**config.mk**
```make
export PLATFORM = sky130hd
export DESIGN_NAME = index_decoder_frame
export DESIGN_NICKNAME = d
export VERILOG_FILES = /design/src/rtl/index_decoder_frame.sv
export SDC_FILE = /design/constraint.sdc
export NUM_CORES = 1
export LEC_CHECK = 0
export CORE_ASPECT_RATIO = 1.25
export CORE_MARGIN = 2
export CORE_UTILIZATION = 67
export CTS_CLUSTER_DIAMETER = 30
export DETAILED_ROUTE_END_ITERATION = 10
export DONT_BUFFER_PORTS = 1
export PLACE_DENSITY = 0.83
export SLEW_MARGIN = 20
export SYNTH_ARGS = -nofsm -noshare
export SYNTH_HDL_FRONTEND = slang
export SYNTH_SLANG_ARGS = --single-unit
```
**constraint.sdc**
```tcl
create_clock -name clk -period 6.1 [get_ports clk]
set_clock_uncertainty 0.2 [all_clocks]
set_input_delay 0.61 -clock clk [delete_from_list [all_inputs] [get_ports clk]]
set_output_delay 0.61 -clock clk [all_outputs]
set_load 0.02 [all_outputs]
```
**src/rtl/index_decoder_frame.sv**
```systemverilog
// Decodes a stream of indices into one-hot bits, OR-accumulates them over a
// frame and presents the frame through a one-entry valid/ready output register.
module index_decoder_frame #(
    parameter  int WIDTH          = 32,
    parameter  int IMPLEMENTATION = 0,
    localparam int WIDTH_LOG      = $clog2(WIDTH)
) (
    input  logic                 clk,
    input  logic                 rst,
    input  logic                 enc_vld,
    output logic                 enc_rdy,
    input  logic [WIDTH_LOG-1:0] enc_idx,
    input  logic                 enc_lst,
    output logic [WIDTH-1:0]     dec_vld,
    output logic                 frm_vld,
    input  logic                 frm_rdy,
    output logic [WIDTH_LOG:0]   frm_cnt,
    output logic                 frm_dup,
    output logic                 frm_err
);

    logic [WIDTH-1:0]   raw;
    logic [WIDTH-1:0]   hot;
    logic               in_range;
    logic               dup_hit;
    logic               new_bit;
    logic               take;

    logic [WIDTH-1:0]   m_acc;
    logic [WIDTH_LOG:0] m_cnt;
    logic               m_dup;
    logic               m_err;

    logic [WIDTH-1:0]   acc_q, acc_d;
    logic [WIDTH_LOG:0] cnt_q, cnt_d;
    logic               dup_q, dup_d;
    logic               err_q, err_d;
    logic [WIDTH-1:0]   dec_q, dec_d;
    logic [WIDTH_LOG:0] fcnt_q, fcnt_d;
    logic               fdup_q, fdup_d;
    logic               ferr_q, ferr_d;
    logic               fvld_q, fvld_d;

    // Out-of-range indices only exist when WIDTH is not a power of two.
    if (WIDTH == (1 << WIDTH_LOG)) begin : g_full_range
        assign in_range = 1'b1;
    end else begin : g_part_range
        assign in_range = (32'(enc_idx) < 32'(WIDTH));
    end

    if (IMPLEMENTATION == 0) begin : g_shift
        assign raw = {{(WIDTH-1){1'b0}}, 1'b1} << enc_idx;
    end else if (IMPLEMENTATION == 1) begin : g_cmp
        always_comb begin
            raw = '0;
            for (int unsigned i = 0; i < WIDTH; i++) begin
                raw[i] = (32'(enc_idx) == i);
            end
        end
    end else begin : g_bad
        $error("index_decoder_frame: IMPLEMENTATION must be 0 or 1");
        assign raw = '0;
    end

    assign hot     = in_range ? raw : '0;
    assign dup_hit = |(acc_q & hot);
    assign new_bit = in_range & ~dup_hit;

    assign m_acc = acc_q | hot;
    assign m_cnt = cnt_q + (WIDTH_LOG+1)'(new_bit);
    assign m_dup = dup_q | dup_hit;
    assign m_err = err_q | ~in_range;

    assign enc_rdy = ~fvld_q | frm_rdy;
    assign take    = enc_vld & enc_rdy;

    // A last beat loads the output register even while it is being drained,
    // so frm_vld stays high for back-to-back single-beat frames.
    always_comb begin
        acc_d  = acc_q;
        cnt_d  = cnt_q;
        dup_d  = dup_q;
        err_d  = err_q;
        dec_d  = dec_q;
        fcnt_d = fcnt_q;
        fdup_d = fdup_q;
        ferr_d = ferr_q;
        fvld_d = fvld_q;
        if (fvld_q && frm_rdy) begin
            fvld_d = 1'b0;
        end
        if (take) begin
            if (enc_lst) begin
                dec_d  = m_acc;
                fcnt_d = m_cnt;
                fdup_d = m_dup;
                ferr_d = m_err;
                fvld_d = 1'b1;
                acc_d  = '0;
                cnt_d  = '0;
                dup_d  = 1'b0;
                err_d  = 1'b0;
            end else begin
                acc_d  = m_acc;
                cnt_d  = m_cnt;
                dup_d  = m_dup;
                err_d  = m_err;
            end
        end
    end

    always_ff @(posedge clk) begin
        if (rst) begin
            acc_q  <= '0;
            cnt_q  <= '0;
            dup_q  <= 1'b0;
            err_q  <= 1'b0;
            dec_q  <= '0;
            fcnt_q <= '0;
            fdup_q <= 1'b0;
            ferr_q <= 1'b0;
            fvld_q <= 1'b0;
        end else begin
            acc_q  <= acc_d;
            cnt_q  <= cnt_d;
            dup_q  <= dup_d;
            err_q  <= err_d;
            dec_q  <= dec_d;
            fcnt_q <= fcnt_d;
            fdup_q <= fdup_d;
            ferr_q <= ferr_d;
            fvld_q <= fvld_d;
        end
    end

    assign dec_vld = dec_q;
    assign frm_vld = fvld_q;
    assign frm_cnt = fcnt_q;
    assign frm_dup = fdup_q;
    assign frm_err = ferr_q;

endmodule
```
==> results of run 1 <==
==> power by group through the flow <==
stage | clock network [W] | logic [W] | registers (W)
after floorplan | 0 | 0.0000763 | 0.000572
after global placement | 0 | 0.0000741 | 0.000575
after detailed placement | 0 | 0.0000755 | 0.000576
after CTS | 0.000391 | 0.0000762 | 0.000564
after global routing | 0.000411 | 0.0000853 | 0.000566
final | 0.000390 | 0.0000767 | 0.000563
==> per-layer routing <==
| metal | wire length, um | part of all wire [%] |
|---|---|---|
| met1 | 3330 | 41 |
| met2 | 4070 | 50 |
| met3 | 516 | 6.4 |
| met4 | 156 | 1.9 |
| met5 | 0 | 0 |
==> per-stage QoR <==
stage | std cells | util, % | worst slack, ns | instance area, um^2 | total power (W)
after floorplan | 411 | - | 3.07 | 3410 | 0.000648
after global placement | 440 | 66.9 | 3.03 | 3330 | 0.000649
after detailed placement | 440 | 67.0 | 2.97 | 3330 | 0.000651
after CTS | 456 | 70.9 | 3.34 | 3530 | 0.00103
after global routing | 456 | 70.9 | 3.22 | 3530 | 0.00106
final | 456 | 70.9 | 3.33 | 3530 | 0.00103
==> layout make-up <==
type,instances,share of cell area [%]
Multi-Input combinational cell,297,47.1
Sequential cell,79,44.9
Clock buffer,11,4.01
Tap cell,62,2.20
Clock inverter,5,1.60
Inverter,2,0.213
==> path summary, 6_finish.rpt <==
kind | start | end | slack [ns] | cells past startpoint
min reg2reg | dup_q$_SDFFE_PP0P_ | dup_q$_SDFFE_PP0P_ | 0.27 | 2
max | enc_idx[0] | frm_cnt[4]$_SDFFE_PP0P_ | 3.33 | 10
min | rst | cnt_q[2]$_SDFFE_PP0P_ | 0.12 | 1
max reg2reg | acc_q[3]$_SDFFE_PP0P_ | frm_cnt[4]$_SDFFE_PP0P_ | 3.38 | 10
==> cells by family after synthesis <==
logic type      synth area share [%]
other cells                    0.110
compound gates                  19.5
fa+ha+maj                      0.735
xor+xnor                       0.772
flops                           46.4
buf+inv                         4.89
mux                             3.86
simple gates                    23.7
==> flip-flops by register name, summed over array words and instances, names as in the netlist <==
signal,count
frm_dup,1
frm_vld,1
cnt_q,6
dup_q,1
acc_q,32
frm_cnt,6
dec_vld,32
==> layout by cell type, fill, tap and decap left out, types with 2 or more instances in the layout <==
cell / instances
a21oi_1: 44
a22oi_1: 2
and2_1: 3
and3b_1: 2
clkbuf_8: 10
clkinv_2: 2
dfxtp_1: 79
ha_1: 2
inv_1: 2
mux2_4: 2
mux2i_1: 9
nand2_1: 22
nand2b_1: 4
nand3_1: 4
nand3b_1: 4
nor2_1: 90
nor2b_1: 3
nor3_1: 12
nor3b_1: 3
nor4b_1: 2
o21ai_0: 31
o22ai_1: 27
or3_1: 2
xnor2_1: 2
==> results.tsv, run 1 <==
metric	value	unit
die-width	67.8	um
cts.sinks	79	
p_per_area	292	nW/um^2
rows	29	
firstDrtPassIters	4	
yosysMostFrequentCell	nor2_1	
synth.area.top_cells	dfxtp_1 46%, nor2_1 9.9%, a21oi_1 6.5%	
seq_area	1580	um^2
crit_path_cell_trace	nor3b_4, and4_4, or4_4, nor4b_4, ha_1, ha_1, nand3_1, xnor2_1, nor2_1, nor3_1	
pin_count	52	
die-area	5670	um^2
layout_min_cycle_time	2.77	ns
drive_gt1_share	7.61	%
ys_warn_count	0	
seqPwrFrac	54.7	%
start_util	68.5	%
slew_headroom	31.2	%
syn_nets	423	
path_class	input port to flop	
wl	8070	um
p_comb_share	7.4	%
grt_overflow_total	0	
grt_usage	30.4	%
cts-root-buf	clkbuf_8	
clock_path_buffers	2	
grt_pass1_wl	12900	um
ant_nets	0	
ys_seq_elements	79	
grt_pass1_vias	2632	
grt_max_degree	69	
peakVddDrop	247	uV
p_leak	1.28	nW
cts_resized	0	
p_sw_share	26.0	%
clkPwrFrac	37.8	%
fillCellCount	384	
critPathLaunchType	input port	
met2_usage	49.4	%
crit_top_cell	ha_1	
num_vias	2858	
cts_buffers	9	
antenna_found_initial	0	
seq_area_frac_synth	46.4	%
hold-worst-slack	0.119	ns
cts_tree	done	
port_buffers	0	
multiInputGateArea	1660	um^2
cap_violations	0	
path_buf_inv	0	
cp_slowest_cell	or4_4	
core-area	4970	um^2
synth-main-ff-cell	dfxtp_1	
syn2layout_area_growth	3.53	%
syn-instance-count	411	
synth_cell_type_count	52	
fp.dieH	83.7	um
fin_setup_tns	0	ns
drcViolationCount	0	
synth_edf_count	0	
hpwl	5350	um
cp_top_family	simple AND/OR/NAND/NOR gates	
use_met1	37.3	%
syn_area	3410	um^2
clkSlewWorstSetupHoldPaths	0.08	ns
slew_violations	0	
cts_hold_buf	0	
drt_iter0_markers	194	
synth_area_per_cell	8.29	um^2
cp_max_fo	23	
place_congestion	0.953	
fin_crit_sh	45.4	%
clk_latency	0.35	ns
worst-endpoint-arrival	2.85	ns
setup_violations	0	
use_met3	8.10	%
wl_per_cell	17.7	um
hold_path_class	input port to flop	
yosysTopAreaCell	dfxtp_1	
cts-htree-levels	3	
tightestPinTransition	1.03	ns
crit_required	6.18	ns
fin_nets	401	
synth_top_area_share	46.4	%
ys_async_sr_fraction	0	%
status	finished clean	
vias_per_cell	6.27	
hold_viol	0	
clock.fmax	361	MHz
power.switching	0.000268	W
netlist_top_cells_count	90 x nor2_1, 79 x dfxtp_1, 44 x a21oi_1	
cts_setup_buffers	0	
n_antenna_cell	0	
top_usage_layer	met2	
cp-end-kind	flop	
max_stage_delay	0.54	ns
internal_power	0.000762	W
rsz0062_at_grt	false	
Note: power is estimated with default switching activity, not from simulation.
==> run 2, diff against run 1 <==
- CORE_UTILIZATION: 67 -> 56
- PLACE_DENSITY: 0.83 -> 0.74
- clock period: 6.1 -> 2.4 ns (I/O delays scaled with it)
==> run 2 against run 1 <==
Against the previous run: combinational power increased to 3.4 times the previous value; utilization decreased by 2.5 points; worst hold slack got worse by 0.055 ns; highest routed layer unchanged; routed wire length increased by 11%; the run now ends with setup timing left; count of clock-buffer cells in the layout increased by 2; via count increased by 7.8%; die area increased by 19%; total power increased to 2.7 times the previous value; worst setup slack got worse by 3.5 ns; sequential share of layout area decreased by 5.1 points.
==> results.tsv, run 2 (synthesis results as in run 1) <==
metric	value	unit	change
multiInputGateArea	1720	um^2	+3.6%
layout_min_cycle_time	2.57	ns	
fillCellCount	461		+20%
die-area	6730	um^2	+19%
seq_area	1580	um^2	about the same
die-width	73.8	um	+8.8%
clock_path_buffers	2		unchanged
pin_count	52		unchanged
crit_required	2.44	ns	-3.74 ns
cts_buffers	9		unchanged
ant_nets	0		unchanged
peakVddDrop	535	uV	+120%
cts.sinks	79		unchanged
wl_per_cell	17.9	um	+1.1%
num_vias	3081		+7.8%
clk_latency	0.35	ns	about the same
setup_violations	9		+9
fp.dieH	91.2	um	+8.9%
p_comb_share	9.2	%	+1.8 points
drive_gt1_share	17.0	%	+9.4 points
p_per_area	703	nW/um^2	+140%
clkSlewWorstSetupHoldPaths	0.07	ns	about the same
cts_tree	done		
crit_path_cell_trace	mux2_4, a221oi_4, o2111ai_2, nor4b_4, ha_2, ha_4, nand3_2, xnor2_2, a22oi_1, nor2_1		
hold_path_class	input port to flop		
hold_viol	0		unchanged
critPathLaunchType	flop		
firstDrtPassIters	4		unchanged
drt_iter0_markers	235		+21%
power.switching	0.000695	W	+160%
layout_common_cells	89 x nor2_1, 78 x dfxtp_1, 44 x a21oi_1, 32 x buf_4, 29 x o21ai_0		
place_congestion	0.866		-9.2%
preCtsSetupSlack	-0.208	ns	-3.18 ns
final_util	68.4	%	-2.5 points
grt_overflow_total	0		unchanged
vias_per_cell	6.14		-2.1%
core-area	5820	um^2	+17%
instances_no_fill	502		+10%
clkPwrFrac	39.7	%	+1.9 points
port_buffers	0		unchanged
max_stage_delay	0.32	ns	-0.22 ns
grt_usage	27.5	%	-2.9 points
worst-endpoint-arrival	2.61	ns	-0.24 ns
grt_max_degree	69		unchanged
wl	8980	um	+11%
grt_pass1_vias	2820		+7.1%
n_antenna_cell	0		unchanged
hpwl	5880	um	+10%
cp_slowest_cell	dfxtp_2		
status	finished, violations left		
p_sw_share	24.8	%	-1.2 points
cap_violations	0		unchanged
seqPwrFrac	51.1	%	-3.6 points
final_common_cell	nor2_1		
clock.fmax	389	MHz	
slew_violations	0		unchanged
antenna_found_initial	0		unchanged
fin_crit_sh	107	%	
cp-end-kind	flop		
grt_pass1_wl	14200	um	+9.8%
design_area	3980	um^2	+13%
place_inst	476		+8.2%
internal_power	0.00210	W	+180%
post_dp_cell_area	3610	um^2	+8.5%
path_class	flop to flop		
cp_max_fo	3		-87%
cts-htree-levels	3		unchanged
power	0.00280	W	+170%
start_util	58.5	%	-10 points
slew_headroom	64.4	%	+33 points
rows	31		+6.9%
rsz0062_at_grt	true		
cts-root-buf	clkbuf_8		
syn2layout_area_growth	16.9	%	
fin_ws	-0.170	ns	-3.50 ns
violations	setup timing		
p_leak	1.52	nW	+19%
drcViolationCount	0		unchanged
tightestPinTransition	0.530	ns	-0.502 ns
fin_nets	443		+10%
run 2: through the flow:
stage	hold WS [ns]	setup TNS, ns
2_1_floorplan	0.189	-0.905
3_3_place_gp	0.111	-0.998
3_5_place_dp	0.112	-1.54
4_1_cts	0.0428	-0.817
5_1_grt	0.0826	-1.66
6_report	0.0637	-0.652
run 2: what timing repair did:
item,CTS,global route
endpoints found under the setup margin,9,10
hold buffers,8,0
hold endpoints to repair,55,0
buffers inserted,1,1
pin swaps,3,8
resized for setup,4,5
run 2: area by class of cell:
| cell class | count | area share, % |
|---|---|---|
| clock buffer | 13 | 3.99 |
| tap | 66 | 2.07 |
| inverter | 2 | 0.189 |
| clock inverter | 3 | 1.63 |
| timing repair buffer | 42 | 9.09 |
| multi-input combinational | 297 | 43.3 |
| sequential | 79 | 39.8 |
run 2: power by group through the flow:
stage	registers [W]	clock network (W)	logic, W
detailed placement	0.00146	0	0.000222
floorplan	0.00145	0	0.000197
global route	0.00144	0.00118	0.000281
global placement	0.00146	0	0.000217
finish	0.00143	0.00111	0.000257
CTS	0.00143	0.00112	0.000251
run 2: critical path: cells and delay by family (launching register included):
family                   cells  cell delay (ns)
flip-flops                   1             0.32
adder cells (fa/ha/maj)      2             0.44
XOR/XNOR                     1             0.15
AND/OR/NAND/NOR              3             0.44
AO/OA/AOI/OAI                3             0.64
multiplexers                 1             0.28
run 2: layer usage:
metal	global-route usage, %	vias up	share of wire [%]
met5	0	-	0
met4	11.1	0	1.9
met3	6.10	18	5.8
met2	43.2	104	49
met1	36.0	1472	43
li1	-	1487	-
run 2: worst paths after layout:
path | startpoint | to | slack [ns] | depth (start not counted)
worst max-delay path | acc_q[3]$_SDFFE_PP0P_ | cnt_q[4]$_SDFFE_PP0P_ | -0.17 | 10
worst min-delay path | enc_idx[4] | acc_q[5]$_SDFFE_PP0P_ | 0.06 | 4
worst max register to register | acc_q[3]$_SDFFE_PP0P_ | cnt_q[4]$_SDFFE_PP0P_ | -0.17 | 10
worst min register to register | dup_q$_SDFFE_PP0P_ | dup_q$_SDFFE_PP0P_ | 0.28 | 2
==> run 3, diff against run 2 <==
- TNS_END_PERCENT: not set -> 10
==> run 3 against run 2 <==
Against the previous run: the flow still finishes with violations (setup timing); routed wire length decreased by 3.2%; combinational power shrank 3%; global-route usage up 0.17 points; utilization shrank 1.5 points; sequential share of layout area rose by 0.92 points; design area fell by 2.3%; critical path type unchanged; register-to-register slack improved by 0.04 ns; maximum frequency rose by 1.6%; first-iteration DRC count up 23%.
==> results.tsv, run 3 (synthesis results as in run 1) <==
metric	value	unit	change
status	finished, violations left		
violations	setup timing		
p_leak	1.49	nW	-1.9%
rsz0062_at_grt	true		
pin_count	52		unchanged
clkSlewWorstSetupHoldPaths	0.08	ns	about the same
setup_violations	9		unchanged
firstDrtPassIters	5		+1
layout_common_cells	89 x nor2_1, 78 x dfxtp_1, 44 x a21oi_1, 30 x o21ai_0, 30 x buf_4		
fp.dieH	91.2	um	unchanged
clk_latency	0.36	ns	about the same
critPathLaunchType	flop		
grt_pass1_wl	14200	um	about the same
cp-end-kind	flop		
peakVddDrop	474	uV	-11%
clock.fmax	396	MHz	+1.6%
reg2reg_depth	10		unchanged
drive_gt1_share	15.7	%	-1.2 points
fin_nets	439		-0.90%
slew_headroom	62.4	%	-1.9 points
p_per_area	680	nW/um^2	-3.3%
tightestPinTransition	0.556	ns	+0.0253 ns
layout_min_cycle_time	2.53	ns	-0.0413 ns
antenna_found_initial	0		unchanged
hold_path_class	input port to flop		
die-width	73.8	um	unchanged
syn2layout_area_growth	14.2	%	
die-area	6730	um^2	unchanged
cts-root-buf	clkbuf_8		
port_buffers	0		unchanged
grt_overflow_total	0		unchanged
place_congestion	0.896		+3.5%
wl_per_cell	17.4	um	-2.4%
design_area	3890	um^2	-2.3%
drcViolationCount	0		unchanged
instances_no_fill	498		-0.80%
hpwl	5780	um	-1.7%
wl	8690	um	-3.2%
rows	31		unchanged
cts-htree-levels	3		unchanged
slew_violations	0		unchanged
hold_path_depth	3		-1
start_util	58.5	%	unchanged
cap_violations	0		unchanged
place_inst	475		-0.21%
vias_per_cell	5.99		-2.3%
hold-worst-slack	0.0533	ns	-0.0103 ns
fin_ws	-0.128	ns	+0.0413 ns
cts_buffers	9		unchanged
fillCellCount	478		+3.7%
hold_viol	0		unchanged
post_dp_cell_area	3590	um^2	-0.55%
final_util	66.9	%	-1.5 points
cts_tree	done		
core-area	5820	um^2	unchanged
path_class	flop to flop		
power	0.00265	W	-5.5%
grt_pass1_vias	2891		+2.5%
final_common_cell	nor2_1		
clock_path_buffers	2		unchanged
grt_usage	27.7	%	+0.17 points
drt_iter0_markers	288		+23%
grt_max_degree	69		unchanged
fin_crit_sh	105	%	-1.7 points
num_vias	2985		-3.1%
worst-endpoint-arrival	2.61	ns	about the same
cp_max_fo	3		unchanged
cts.sinks	79		unchanged
ant_nets	0		unchanged
n_antenna_cell	0		unchanged
crit_required	2.48	ns	+0.04 ns
-- run 3: cell types whose count changed in the layout (fill, tap and decap cells not counted), sizes merged --
| cell | delta |
|---|---|
| bufinv | -1 |
| dlygate4sd3 | -1 |
| buf | -3 |
| clkbuf | -1 |
| clkinv | +2 |
-- run 3: worst paths after layout --
kind              slack, ns                      end                   from
setup reg to reg      -0.13  frm_cnt[3]$_SDFFE_PP0P_  acc_q[3]$_SDFFE_PP0P_
hold reg to reg        0.27       dup_q$_SDFFE_PP0P_     dup_q$_SDFFE_PP0P_
hold / removal         0.05   acc_q[24]$_SDFFE_PP0P_             enc_idx[4]
setup / recovery      -0.13  frm_cnt[3]$_SDFFE_PP0P_  acc_q[3]$_SDFFE_PP0P_
-- run 3: per-stage QoR --
stage | setup WS (ns) | setup TNS [ns]
final | -0.128 | -0.740
after global routing | -0.250 | -1.75
after CTS | -0.141 | -0.786
after detailed placement | -0.214 | -1.34
after global placement | -0.149 | -0.986
after floorplan | -0.200 | -0.990
-- run 3: metal layers --
metal,routed length (um),track usage (%),up-vias
li1,-,-,1469
met1,3590,34.1,1399
met2,4380,44.9,99
met3,486,5.99,18
met4,239,13.0,0
met5,0,0,-
-- run 3: report_power, final --
| group | internal (W) | total [W] | switching, W |
|---|---|---|---|
| logic | 0.000104 | 0.000250 | 0.000146 |
| clock network | 0.000504 | 0.000965 | 0.000460 |
| registers | 0.00135 | 0.00143 | 0.0000761 |
-- run 3: repair_timing --
action / in CTS / in global routing
hold endpoints to repair: 55 / 0
setup endpoints to repair: 9 / 10
resized for setup: 3 / 4
buffers inserted: 0 / 0
hold buffers: 7 / 0
pin swaps: 5 / 1
-- run 3: layout make-up --
class                      instances  area (um^2)  share of cell area [%]
clock buffer                      12          145                    3.73
clock inverter                     4         45.0                    1.16
inverter                           2         7.51                   0.193
multi-input combinational        297         1700                    43.7
sequential                        79         1580                    40.7
tap                               66         82.6                    2.12
timing repair buffer              38          325                    8.36
-- run 3: worst max-delay path, stage by stage (launching register included) --
cell and delay [ns]:
dfxtp_2 0.33, mux2_4 0.27, a221oi_2 0.29, o2111ai_2 0.20
nor4b_4 0.28, ha_2 0.27, nand3_1 0.12, buf_4 0.16
o21ai_1 0.11, a21oi_1 0.05, nor3_1 0.18
